==> config.mk <==
export PLATFORM = sky130hd
export DESIGN_NAME = prog_loader_flat
export DESIGN_NICKNAME = d
export VERILOG_FILES = /design/src/rtl/prog_loader_if.sv /design/src/rtl/prog_loader.sv /design/src/flat_wrapper.sv
export SDC_FILE = /design/constraint.sdc
export NUM_CORES = 1
export LEC_CHECK = 0
export CORE_MARGIN = 5
export CORE_UTILIZATION = 59
export CTS_CLUSTER_SIZE = 24
export DETAILED_ROUTE_END_ITERATION = 10
export PLACE_DENSITY = 0.82
export SETUP_SLACK_MARGIN = 0.5
export SLEW_MARGIN = 40
export SYNTH_ARGS = -nofsm -noshare
export SYNTH_HDL_FRONTEND = slang
export SYNTH_SLANG_ARGS = --single-unit
export TNS_END_PERCENT = 10
==> constraint.sdc <==
create_clock -name clk -period 2.9 [get_ports clk]
set_clock_uncertainty 0.15 [all_clocks]
set_input_delay 0.58 -clock clk [delete_from_list [all_inputs] [get_ports clk]]
set_output_delay 0.58 -clock clk [all_outputs]
set_load 0.01 [all_outputs]
==> src/rtl/prog_loader_if.sv <==
// Byte-stream handshake and memory write bus between a serial receiver, the
// program loader and the ram block.
interface prog_loader_if #(
    parameter int ADDR_W = 16
);
    logic [7:0]        rx_data;
    logic              rx_valid;
    logic              rx_ready;
    logic [ADDR_W-1:0] mem_addr;
    logic [7:0]        mem_wdata;
    logic              mem_we;
    logic              cpu_hold;
    logic              done;
    logic              err;
    logic [1:0]        err_code;

    // Upstream side: the byte source that also observes loader status.
    modport master (
        output rx_data, rx_valid,
        input  rx_ready, mem_addr, mem_wdata, mem_we, cpu_hold, done, err, err_code
    );

    // Loader side.
    modport slave (
        input  rx_data, rx_valid,
        output rx_ready, mem_addr, mem_wdata, mem_we, cpu_hold, done, err, err_code
    );
endinterface

==> src/rtl/prog_loader.sv <==
// Framed byte-stream program loader: SYNC, ADDR_H, ADDR_L, LEN, DATA x N, [CKSUM].
// Define PROG_LOADER_CKSUM_EN to require and check the trailing checksum byte.
module prog_loader #(
    parameter int          ADDR_W    = 16,
    parameter logic [7:0]  SYNC_BYTE = 8'hA5,
    parameter int          TIMEOUT   = 50000
) (
    input  logic        clk,
    input  logic        rst,
    prog_loader_if.slave bus
);

    localparam int TMO_W = $clog2(TIMEOUT + 1);
    localparam logic [TMO_W-1:0] TMO_LAST = TMO_W'(TIMEOUT - 1);

    typedef enum logic [3:0] {
        IDLE,
        AH,
        AL,
        LEN,
        DATA,
        WR,
`ifdef PROG_LOADER_CKSUM_EN
        CKS,
`endif
        DONE,
        ERR
    } state_t;

    state_t            state;
    logic [7:0]        addr_h;
    logic [ADDR_W-1:0] cur_addr;
    logic [7:0]        wdata;
    logic [8:0]        count;
    logic [TMO_W-1:0]  tmo_cnt;
    logic              rx_ready_q;
    logic              mem_we_q;
    logic              cpu_hold_q;
    logic              done_q;
    logic              err_q;
    logic [1:0]        err_code_q;
`ifdef PROG_LOADER_CKSUM_EN
    logic [7:0]        sum;
`endif

    logic accept;
    logic counting;
    logic tmo_hit;

    assign accept = bus.rx_valid & rx_ready_q;

    // The inter-byte timeout only runs while a frame is waiting for its next byte.
    always_comb begin
        counting = (state == AH) || (state == AL) || (state == LEN) || (state == DATA);
`ifdef PROG_LOADER_CKSUM_EN
        if (state == CKS) counting = 1'b1;
`endif
    end

    assign tmo_hit = counting && !accept && (tmo_cnt == TMO_LAST);

    always_ff @(posedge clk) begin
        if (rst) begin
            state      <= IDLE;
            addr_h     <= '0;
            cur_addr   <= '0;
            wdata      <= '0;
            count      <= '0;
            tmo_cnt    <= '0;
            rx_ready_q <= 1'b1;
            mem_we_q   <= 1'b0;
            cpu_hold_q <= 1'b0;
            done_q     <= 1'b0;
            err_q      <= 1'b0;
            err_code_q <= 2'b00;
`ifdef PROG_LOADER_CKSUM_EN
            sum        <= '0;
`endif
        end else begin
            done_q   <= 1'b0;
            mem_we_q <= 1'b0;

            if (counting && !accept) tmo_cnt <= tmo_cnt + 1'b1;
            else                     tmo_cnt <= '0;

`ifdef PROG_LOADER_CKSUM_EN
            if (accept && state != IDLE) sum <= sum + bus.rx_data;
`endif

            if (tmo_hit) begin
                state      <= ERR;
                err_q      <= 1'b1;
                err_code_q <= 2'b01;
                cpu_hold_q <= 1'b0;
                rx_ready_q <= 1'b0;
            end else begin
                case (state)
                    IDLE: begin
                        if (accept && bus.rx_data == SYNC_BYTE) begin
                            state      <= AH;
                            cpu_hold_q <= 1'b1;
                            err_q      <= 1'b0;
                            err_code_q <= 2'b00;
`ifdef PROG_LOADER_CKSUM_EN
                            sum        <= '0;
`endif
                        end
                    end
                    AH: begin
                        if (accept) begin
                            addr_h <= bus.rx_data;
                            state  <= AL;
                        end
                    end
                    AL: begin
                        if (accept) begin
                            cur_addr <= ADDR_W'({addr_h, bus.rx_data});
                            state    <= LEN;
                        end
                    end
                    LEN: begin
                        if (accept) begin
                            // A zero length byte stands for a full 256-byte block.
                            count <= (bus.rx_data == 8'h00) ? 9'd256 : {1'b0, bus.rx_data};
                            state <= DATA;
                        end
                    end
                    DATA: begin
                        if (accept) begin
                            wdata      <= bus.rx_data;
                            mem_we_q   <= 1'b1;
                            rx_ready_q <= 1'b0;
                            state      <= WR;
                        end
                    end
                    WR: begin
                        cur_addr <= cur_addr + 1'b1;
                        count    <= count - 1'b1;
                        if (count == 9'd1) begin
`ifdef PROG_LOADER_CKSUM_EN
                            state      <= CKS;
                            rx_ready_q <= 1'b1;
`else
                            state      <= DONE;
                            done_q     <= 1'b1;
                            cpu_hold_q <= 1'b0;
`endif
                        end else begin
                            state      <= DATA;
                            rx_ready_q <= 1'b1;
                        end
                    end
`ifdef PROG_LOADER_CKSUM_EN
                    CKS: begin
                        if (accept) begin
                            rx_ready_q <= 1'b0;
                            cpu_hold_q <= 1'b0;
                            if (8'(sum + bus.rx_data) == 8'h00) begin
                                state  <= DONE;
                                done_q <= 1'b1;
                            end else begin
                                state      <= ERR;
                                err_q      <= 1'b1;
                                err_code_q <= 2'b10;
                            end
                        end
                    end
`endif
                    DONE: begin
                        state      <= IDLE;
                        rx_ready_q <= 1'b1;
                    end
                    ERR: begin
                        state      <= IDLE;
                        rx_ready_q <= 1'b1;
                    end
                    default: begin
                        state      <= IDLE;
                        rx_ready_q <= 1'b1;
                    end
                endcase
            end
        end
    end

    assign bus.rx_ready  = rx_ready_q;
    assign bus.mem_addr  = cur_addr;
    assign bus.mem_wdata = wdata;
    assign bus.mem_we    = mem_we_q;
    assign bus.cpu_hold  = cpu_hold_q;
    assign bus.done      = done_q;
    assign bus.err       = err_q;
    assign bus.err_code  = err_code_q;

endmodule
==> src/flat_wrapper.sv <==
// flat-port wrapper written by rule: the top's interface ports become plain ports
module prog_loader_flat 
#(
    parameter int          ADDR_W    = 16,
    parameter logic [7:0]  SYNC_BYTE = 8'hA5,
    parameter int          TIMEOUT   = 50000
)
  (clk, rst, bus_rx_data, bus_rx_valid, bus_rx_ready, bus_mem_addr, bus_mem_wdata, bus_mem_we, bus_cpu_hold, bus_done, bus_err, bus_err_code);
  prog_loader_if #(.ADDR_W(ADDR_W)) bus_i ();
  input  logic clk;
  input  logic rst;
  input wire logic [$bits(bus_i.rx_data)-1:0] bus_rx_data;
  input wire logic [$bits(bus_i.rx_valid)-1:0] bus_rx_valid;
  output wire logic [$bits(bus_i.rx_ready)-1:0] bus_rx_ready;
  output wire logic [$bits(bus_i.mem_addr)-1:0] bus_mem_addr;
  output wire logic [$bits(bus_i.mem_wdata)-1:0] bus_mem_wdata;
  output wire logic [$bits(bus_i.mem_we)-1:0] bus_mem_we;
  output wire logic [$bits(bus_i.cpu_hold)-1:0] bus_cpu_hold;
  output wire logic [$bits(bus_i.done)-1:0] bus_done;
  output wire logic [$bits(bus_i.err)-1:0] bus_err;
  output wire logic [$bits(bus_i.err_code)-1:0] bus_err_code;
  assign bus_i.rx_data = bus_rx_data;
  assign bus_i.rx_valid = bus_rx_valid;
  assign bus_rx_ready = bus_i.rx_ready;
  assign bus_mem_addr = bus_i.mem_addr;
  assign bus_mem_wdata = bus_i.mem_wdata;
  assign bus_mem_we = bus_i.mem_we;
  assign bus_cpu_hold = bus_i.cpu_hold;
  assign bus_done = bus_i.done;
  assign bus_err = bus_i.err;
  assign bus_err_code = bus_i.err_code;
  prog_loader #(.ADDR_W(ADDR_W), .SYNC_BYTE(SYNC_BYTE), .TIMEOUT(TIMEOUT)) u_core (.clk(clk), .rst(rst), .bus(bus_i));
endmodule
; ---- Word level (Yosys, flattened, before mapping)
; Index checks and enable logic that the tools add are counted.
[op_classes]
n_mux = 28
n_reduce_logical = 28
n_bitwise = 5
eq_ne = 21
n_addsub = 3
[op_table]
columns = op, count
row1 = $add A16 B1 Y16 const B, 2
row2 = $pmux W16 S2, 1
row3 = $pmux W4 S6, 1
row4 = $mux W4, 5
row5 = $mux W9, 2
row6 = $pmux W9 S2, 1
row7 = $reduce_and A3 Y1, 6
row8 = $eq A16 B16 Y1 const B, 1
row9 = $mux W16, 1
row10 = $ne A3 B1 Y1 const B, 5
row11 = $ne A2 B1 Y1 const B, 7
row12 = $mux W1, 13
row13 = $reduce_and A5 Y1, 2
row14 = $reduce_bool A2 Y1, 5
row15 = $eq A9 B1 Y1 const B, 1
row16 = $sub A9 B1 Y9 const B, 1
row17 = $eq A4 B2 Y1 const B, 2
row18 = $eq A4 B3 Y1 const B, 2
row19 = $eq A8 B8 Y1 const B, 1
row20 = $logic_not A8 Y1, 1
row21 = $reduce_or A3 Y1, 2
row22 = $eq A4 B1 Y1 const B, 1
row23 = $logic_not A4 Y1, 1
row24 = $not A1 Y1, 4
row25 = other kinds (12), 17
[totals]
output_inout_bits = 31
register_bits = 67
elab_cells = 98
input_bits = 11

; ---- Longest topological paths before layout
; Gate-level depths: netlist of the first run.
[depth]
ltp_word = 8
depth_mapped = 7
mapped_depth_nobuf = 6

; ---- Worst setup path before layout of the first run
; OpenSTA, ideal clock, no wires.
[synth_path]
kind = reg2reg
from = register u_core.cur_addr[0], in the netlist u_core.bus.mem_addr[0]
to = register u_core.cur_addr[14], in the netlist u_core.bus.mem_addr[14]
period_less_slack_ps = 1812
setup_time_ps = 103
t_arrival_ps = 1559
required_ps = 2647
path_buffers = 0
path_stages_with_launch = 6
path_slack_ps = 1088
path_cell_list = dfxtp_1 ha_1 and3_1 nand3_1 o31a_1 a2111oi_2
[synth_between]
elab_chain_len = 2
[synth_lines]
columns = element, line_no
row1 = from (decl), prog_loader.sv:32  ; logic [ADDR_W-1:0] cur_addr;
row2 = from (signal assigned), prog_loader.sv:117  ; cur_addr <= ADDR_W'({addr_h, bus.rx_data});
row3 = from (signal assigned), prog_loader.sv:137  ; cur_addr <= cur_addr + 1'b1;
row4 = $add A16 B1 Y16, prog_loader.sv:137
row5 = $pmux W16 S2, prog_loader.sv:97  ; case (state)
; No other way between the ends.
; A chain may end at the register's enable or synchronous reset.

; ---- Final worst setup path of the first run
[layout_path]
from = input port bus_rx_valid
to = register u_core.cur_addr[12], in the netlist u_core.bus.mem_addr[12]
[layout_between]
elab_chain_len = 6
word_cells_on_any_way = 7
cone_classes = 1 x eq/ne / 2 x bitwise / 4 x reduce/logical
[layout_lines]
columns = element, line_no
row1 = from (decl), flat_wrapper.sv:13  ; input wire logic [$bits(bus_i.rx_valid)-1:0] bus_rx_valid;
row2 = $and A1 B1 Y1 *, prog_loader.sv:50  ; assign accept = bus.rx_valid & rx_ready_q;
row3 = $logic_not A1 Y1, prog_loader.sv:60  ; assign tmo_hit = counting && !accept && (tmo_cnt == TMO_LAST);
row4 = $logic_and A1 B1 Y1 (2 in series), prog_loader.sv:60
row5 = $not A1 Y1 (no line), --
row6 = $reduce_and A3 Y1 (no line) *, --
; Every way passes the cells marked *; elsewhere a longest branch is shown, timed or not.

==> results of run 1 <==
[final cells by class]
| class | count | area, um2 |
|---|---|---|
| Clock inverter | 5 | 102.6 |
| Fill cell | 429 | 1445 |
| Timing Repair Buffer | 55 | 513.0 |
| Inverter | 12 | 45.04 |
| Tap cell | 72 | 90.09 |
| Clock buffer | 11 | 141.4 |
| Sequential cell | 65 | 1301 |
| Multi-Input combinational cell | 282 | 1834 |
[metal layers]
metal,wire length (um),vias to the layer above,part of all wire [%]
li1,-,1488,-
met2,4044,112,47
met3,621,27,7.2
met5,0,-,0
met4,306,0,3.5
met1,3699,1478,43
[power groups by stage]
stage	Clock [W]	Sequential, W	Combinational, W
CTS	0.000957	0.000893	0.0000619
detailed placement	0	0.000913	0.0000614
global placement	0	0.000913	0.0000606
global route	0.00101	0.000892	0.0000665
floorplan	0	0.000913	0.0000197
finish	0.000951	0.000893	0.0000636
[kinds of logic (layout without fill, tap and decap cells)]
group | count (synthesis) | in the layout | synth area share (%)
xor gates and xnor gates | 13 | 13 | 3.469
and+or+nand+nor | 158 | 158 | 27.91
other | 1 | 1 | 0.1143
AOI/OAI and AO/OA | 88 | 88 | 17.16
adders and majority gates | 4 | 4 | 1.525
buffers and inverters | 35 | 83 | 4.651
muxes | 18 | 18 | 5.528
DFF | 65 | 65 | 39.65
[timing repair]
action	in CTS	in global routing
endpoints found under the setup margin	0	2
gates resized for setup	0	1
hold buffers	0	0
[worst register-to-register path: stages, from the launching register on]
cell and delay, ns:
dfxtp_1 0.69, and3b_1 0.37, a21oi_1 0.52, a21oi_1 0.10, a221oi_1 0.27
[cell usage after synthesis (2+ instances only)]
cell / count
or3b_2: 2
inv_1: 12
nand4_1: 9
and4_1: 4
dfxtp_1: 65
and3b_1: 3
o2111ai_1: 2
nor2_1: 47
mux2i_1: 17
a31oi_1: 4
and4b_1: 2
o21a_1: 2
buf_2: 11
clkbuf_1: 9
and2_1: 4
a21oi_1: 32
xor2_1: 10
or4_1: 2
or4_4: 2
or3_1: 7
xnor2_1: 3
nor3b_1: 2
o21ai_1: 3
buf_4: 2
nor4b_1: 3
o211ai_1: 3
nor4_1: 7
a2111oi_0: 2
o221ai_1: 2
a211oi_1: 3
nand3_1: 20
and3_1: 5
nor2b_1: 2
ha_1: 4
nor3_1: 4
o21ai_0: 19
nand3b_1: 2
nand2_1: 19
[flip-flops by register name (all words and copies together), names as in the netlist, 3 cells and up]
register,flops
u_core.tmo_cnt,16
u_core.addr_h,8
u_core.bus.mem_wdata,8
u_core.state,3
u_core.bus.mem_addr,16
u_core.count,9
[final timing paths]
kind,slack [ns],to,startpoint,cells past startpoint
worst min register to register,0.32,u_core.tmo_cnt[0]$_SDFF_PP0_,u_core.tmo_cnt[0]$_SDFF_PP0_,1
worst max register to register,0.71,u_core.bus.mem_addr[7]$_SDFFE_PP0P_,u_core.state[1]$_SDFFE_PP0P_,4
worst min-delay path,0.32,u_core.tmo_cnt[0]$_SDFF_PP0_,u_core.tmo_cnt[0]$_SDFF_PP0_,1
worst max-delay path,0.66,u_core.bus.mem_addr[12]$_SDFFE_PP0P_,bus_rx_valid,6
[through the flow]
stage	setup slack [ns]	cells	util (%)	total power, W	area (um2)
2_1_floorplan	1.088	382	-	0.0009327	3282
3_3_place_gp	0.2308	486	69.02	0.0009738	3777
3_5_place_dp	0.2020	486	69.02	0.0009745	3777
4_1_cts	0.5734	502	73.48	0.001911	4021
5_1_grt	0.5441	502	73.59	0.001969	4028
6_report	0.6593	502	73.59	0.001907	4028
==> impl_results.md, run 1 <==
* Outcome: finished, final reports clean
* Placement Rows at 27
* Wirelength, routed at 8.672 mm
* Number of global-route vias before repair at 2,981
* Grt peak-use layer: met2
* Hpwl dp at 6.030 mm
* Share of layout cells above drive strength 1 at 11.16%
* Crit path largest cell delay at 0.57 ns
* Routability congestion estimate at 0.9228
* VDD IR max at 0.0004214 V
* Period utilisation layout at 77.27%
* Hold WS at 0.3221 ns
* Count of final setup violators at 0
* Router iterations before antenna repair at 5
* GRT met2 Usage at 39.00%
* Critical path cell sequence: clkdlybuf4s50_1 > nand4b_1 > nor2_2 > buf_4 > nor2_1 > a211oi_1
* Switching Share at 20.66%
* Avg Inst Size Synth at 8.591 um2
* Clock-pin slew on the worst setup and hold paths at 0.07 ns
* Register area share after synthesis at 39.65%
* Synth async-reset ratio at 0%
* Crit Path Category: in -> reg
* Cell leakage power at 1.322 nW
* Cells after synthesis at 382
* Drt drc at 0
* Final setup TNS at 0 ns
* M1 GR Usage at 32.49%
* CP required at 2.98 ns
* Synth cell types at 69
* Flop pwr share at 46.8%
* NetSw at 0.0003940 W
* Crit end category: register
* Pin count of the biggest net entering global routing at 31
* Crit path buf inv count at 2
* Top cell type's share of synthesized area at 39.65%
* Largest fanout on the critical path at 10
* Fmax achieved at 446.3 MHz
* Minimum clock period at 2.241 ns
* Nets at 440
* Setup Fix Bufs, Post-CTS at 0
* Net count after synthesis at 397
* # IOs at 42
* Starting Density at 59.97%
* Vias per cell at 6.185
* Core footprint at 5473 um2
* Grt total ovfl at 0
* Max Slew Vio Count at 0
* Die area at 7154 um2
* Initial drt markers at 320
* Slew at the pin closest to its max-slew limit at 0.6904 ns
* Routed len/inst at 17.27 um
* Slowest cell on the critical path: clkdlybuf4s50_1
* TritonCTS buffer count at 9
* Vias after detailed routing at 3,105
* Most used flip-flop cell after synthesis: dfxtp_1
* CP Launch Type: input port
* Chip width at 84.58 um
* Internal Dissipation at 0.001513 W
* Area Overhead vs Synth at 22.72%
* Clock Tree Buf Depth at 2
* Max-cap violation count at 0
* Logic pwr share at 3.3%
* Post-synth EDFFs at 0
* Initial antenna violation count at 0
* Yosys top cell by area: dfxtp_1
* Clock power frac at 49.9%
* Top cells by area, synth: dfxtp_1 (40%), nor2_1 (5.4%), mux2i_1 (5.2%)
* CTS Root Cell: clkbuf_8
* Most frequent cells in the layout: dfxtp_1 (65), nor2_1 (47), clkdlybuf4s50_1 (40)
* Hold Crit Class: reg -> reg
* Cell Area, Synth at 3282 um2
* Vert. Die Dim at 84.58 um
* Rel. slew slack at 53.33%
* ANT cells at 0
* Post-synthesis register bit count at 65
* Port-buffer cells at 40
* Global-route wire length before repair at 14.39 mm
* Fin. Hold Viols at 0
* RSZ-0062 raised after global routing: no
* Commonest non-fill, non-tap cell in the layout: dfxtp_1
* CTS tree: yes
* GRT Total Usage at 24.96%
* CTS sink cnt at 65
* Pwr/cell area at 473.5 nW/um2
* Worst path top cell family by delay: buffers and inverters
* Worst skew pair latency at 0.35 ns
* H-tree levels at 3
* DRT antenna net count at 0
* YS warnings at 0
* M3 GR Usage at 5.005%
* CP arrival at 2.32 ns
No activity file was read; power rests on OpenSTA's default activity.
==> inputs of run 2 (changes only) <==
CORE_UTILIZATION = 55   (was 59)
PLACE_DENSITY = 0.77   (was 0.82)
clock period = 2.2 ns   (was 2.9 ns; I/O delays follow)
==> impl_results.md, run 2 (synthesized netlist as in run 1, its figures left out) <==
* Routability congestion estimate at 0.8638 (-6.4%)
* Cell Area, Placed at 3955 um2 (+4.7%)
* Post-route setup slack at 0.3062 ns (-0.3531 ns)
* Port-buffer cells at 40 (unchanged)
* Drt drc at 0 (unchanged)
* Hold Crit Class: reg -> reg
* TritonCTS buffer count at 9 (unchanged)
* Minimum clock period at 1.894 ns
* Starting Density at 56.09% (-3.9 points)
* Hpwl dp at 6.314 mm (+4.7%)
* Nets at 470 (+6.8%)
* Period utilisation layout at 86.08%
* Count of final setup violators at 0 (unchanged)
* Commonest non-fill, non-tap cell in the layout: nor2_1
* Most frequent cells in the layout: nor2_1 (47), dfxtp_1 (40), buf_4 (39)
* VDD IR max at 0.0004919 V (+17%)
* DP Worst Slack at -0.04663 ns (-0.2486 ns)
* Worst skew pair latency at 0.35 ns (about the same)
* Core footprint at 5851 um2 (+6.9%)
* Global-route wire length before repair at 14.88 mm (+3.4%)
* CP required at 1.61 ns (-1.37 ns)
* CP Launch Type: register
* Fmax achieved at 528.0 MHz
* CTS sink cnt at 65 (unchanged)
* H-tree levels at 3 (unchanged)
* GRT Total Usage at 24.69% (-0.27 points)
* Vias after detailed routing at 3,297 (+6.2%)
* Max-cap violation count at 0 (unchanged)
* Routed len/inst at 17.44 um (+0.96%)
* Router iterations before antenna repair at 5 (unchanged)
* Crit path largest cell delay at 0.55 ns (-0.02 ns)
* Die area at 7612 um2 (+6.4%)
* Area Overhead vs Synth at 36.87%
* Vias per cell at 6.163 (-0.37%)
* Crit Path Category: reg -> out
* Initial antenna violation count at 0 (unchanged)
* Number of global-route vias before repair at 3,009 (+0.94%)
* Clock-pin slew on the worst setup and hold paths at 0.08 ns (about the same)
* Cell leakage power at 1.615 nW (+22%)
* RSZ-0062 raised after global routing: yes
* Placement Rows at 28 (+3.7%)
* Grt total ovfl at 0 (unchanged)
* Outcome: finished, final reports clean
* End-of-flow core utilization at 76.78% (+3.2 points)
* Worst path top cell family by delay: buffers and inverters
* Finished Cell Area at 4492 um2 (+12%)
* Initial drt markers at 258 (-19%)
* Critical path cell sequence: clkdlybuf4s50_1
* Slowest cell on the critical path: clkdlybuf4s50_1
* Largest fanout on the critical path at 9 (-1)
* Wirelength, routed at 9.331 mm (+7.6%)
* Crit path buf inv count at 1 (-1)
* ANT cells at 0 (unchanged)
* Fin. Hold Viols at 0 (unchanged)
* Chip width at 87.25 um (+3.2%)
* Pin count of the biggest net entering global routing at 23 (-26%)
* CTS Hold Bufs at 0 (unchanged)
* Max Slew Vio Count at 0 (unchanged)
* CP arrival at 1.30 ns (-1.02 ns)
* DRT antenna net count at 0 (unchanged)
* Share of layout cells above drive strength 1 at 26.96% (+16 points)
* CTS Root Cell: clkbuf_8
* # IOs at 42 (unchanged)
* Vert. Die Dim at 87.25 um (+3.2%)
* Crit end category: output port
* Pwr/cell area at 565.6 nW/um2 (+19%)
* Fillers at 402 (-6.3%)
* Final Power at 0.002540 W (+33%)
* Clock Tree Buf Depth at 2 (unchanged)
* CTS tree: yes
## run 2: layout make-up
type / instances / area [um2] / area share [%]
multi-input cells: 282 / 1969 / 43.84
flip-flops and latches: 65 / 1350 / 30.06
repair buffers: 85 / 780.7 / 17.38
clock buffers: 10 / 137.6 / 3.064
clock inverters: 6 / 112.6 / 2.507
well taps: 75 / 93.84 / 2.089
inverters: 12 / 47.55 / 1.058
## run 2: metal layers
| metal | wire length (um) | track usage (%) | vias to the layer above |
|---|---|---|---|
| met3 | 627 | 7.190 | 24 |
| met2 | 4610 | 39.52 | 146 |
| met4 | 196 | 8.089 | 0 |
| li1 | - | - | 1557 |
| met5 | 0 | 0 | - |
| met1 | 3896 | 31.89 | 1570 |
## run 2: through the flow
step	hold slack [ns]	cells	setup TNS, ns
6_report	0.3004	535	0
5_1_grt	0.3135	535	0
4_1_cts	0.3180	524	0
3_5_place_dp	0.3004	508	-0.04663
3_3_place_gp	0.2934	508	0
2_1_floorplan	0.2761	382	0
## run 2: where the power goes
group / internal [W] / switching (W) / total (W) / leakage (nW)
combinational: 0.0000388 / 0.0000484 / 0.0000872 / 0.950
sequential: 0.00117 / 0.000000417 / 0.00117 / 0.537
clock: 0.000790 / 0.000496 / 0.00129 / 0.127
## run 2: path summary, 6_finish.rpt
path | from | endpoint | slack [ns] | cells after the start
setup / recovery | u_core.bus.mem_addr[4]$_SDFFE_PP0P_ | bus_mem_addr[4] | 0.31 | 1
hold / removal | u_core.tmo_cnt[0]$_SDFF_PP0_ | u_core.tmo_cnt[0]$_SDFF_PP0_ | 0.30 | 1
setup reg to reg | u_core.count[0]$_SDFFE_PP0P_ | u_core.count[5]$_SDFFE_PP0P_ | 0.35 | 4
hold reg to reg | u_core.tmo_cnt[0]$_SDFF_PP0_ | u_core.tmo_cnt[0]$_SDFF_PP0_ | 0.30 | 1
## run 2: what timing repair did
item                                    CTS  global route
endpoints found under the setup margin   78            88
gates resized for setup                  20            58
buffers inserted                          0            10
cloned                                    0             1
pin swaps                                 0            14
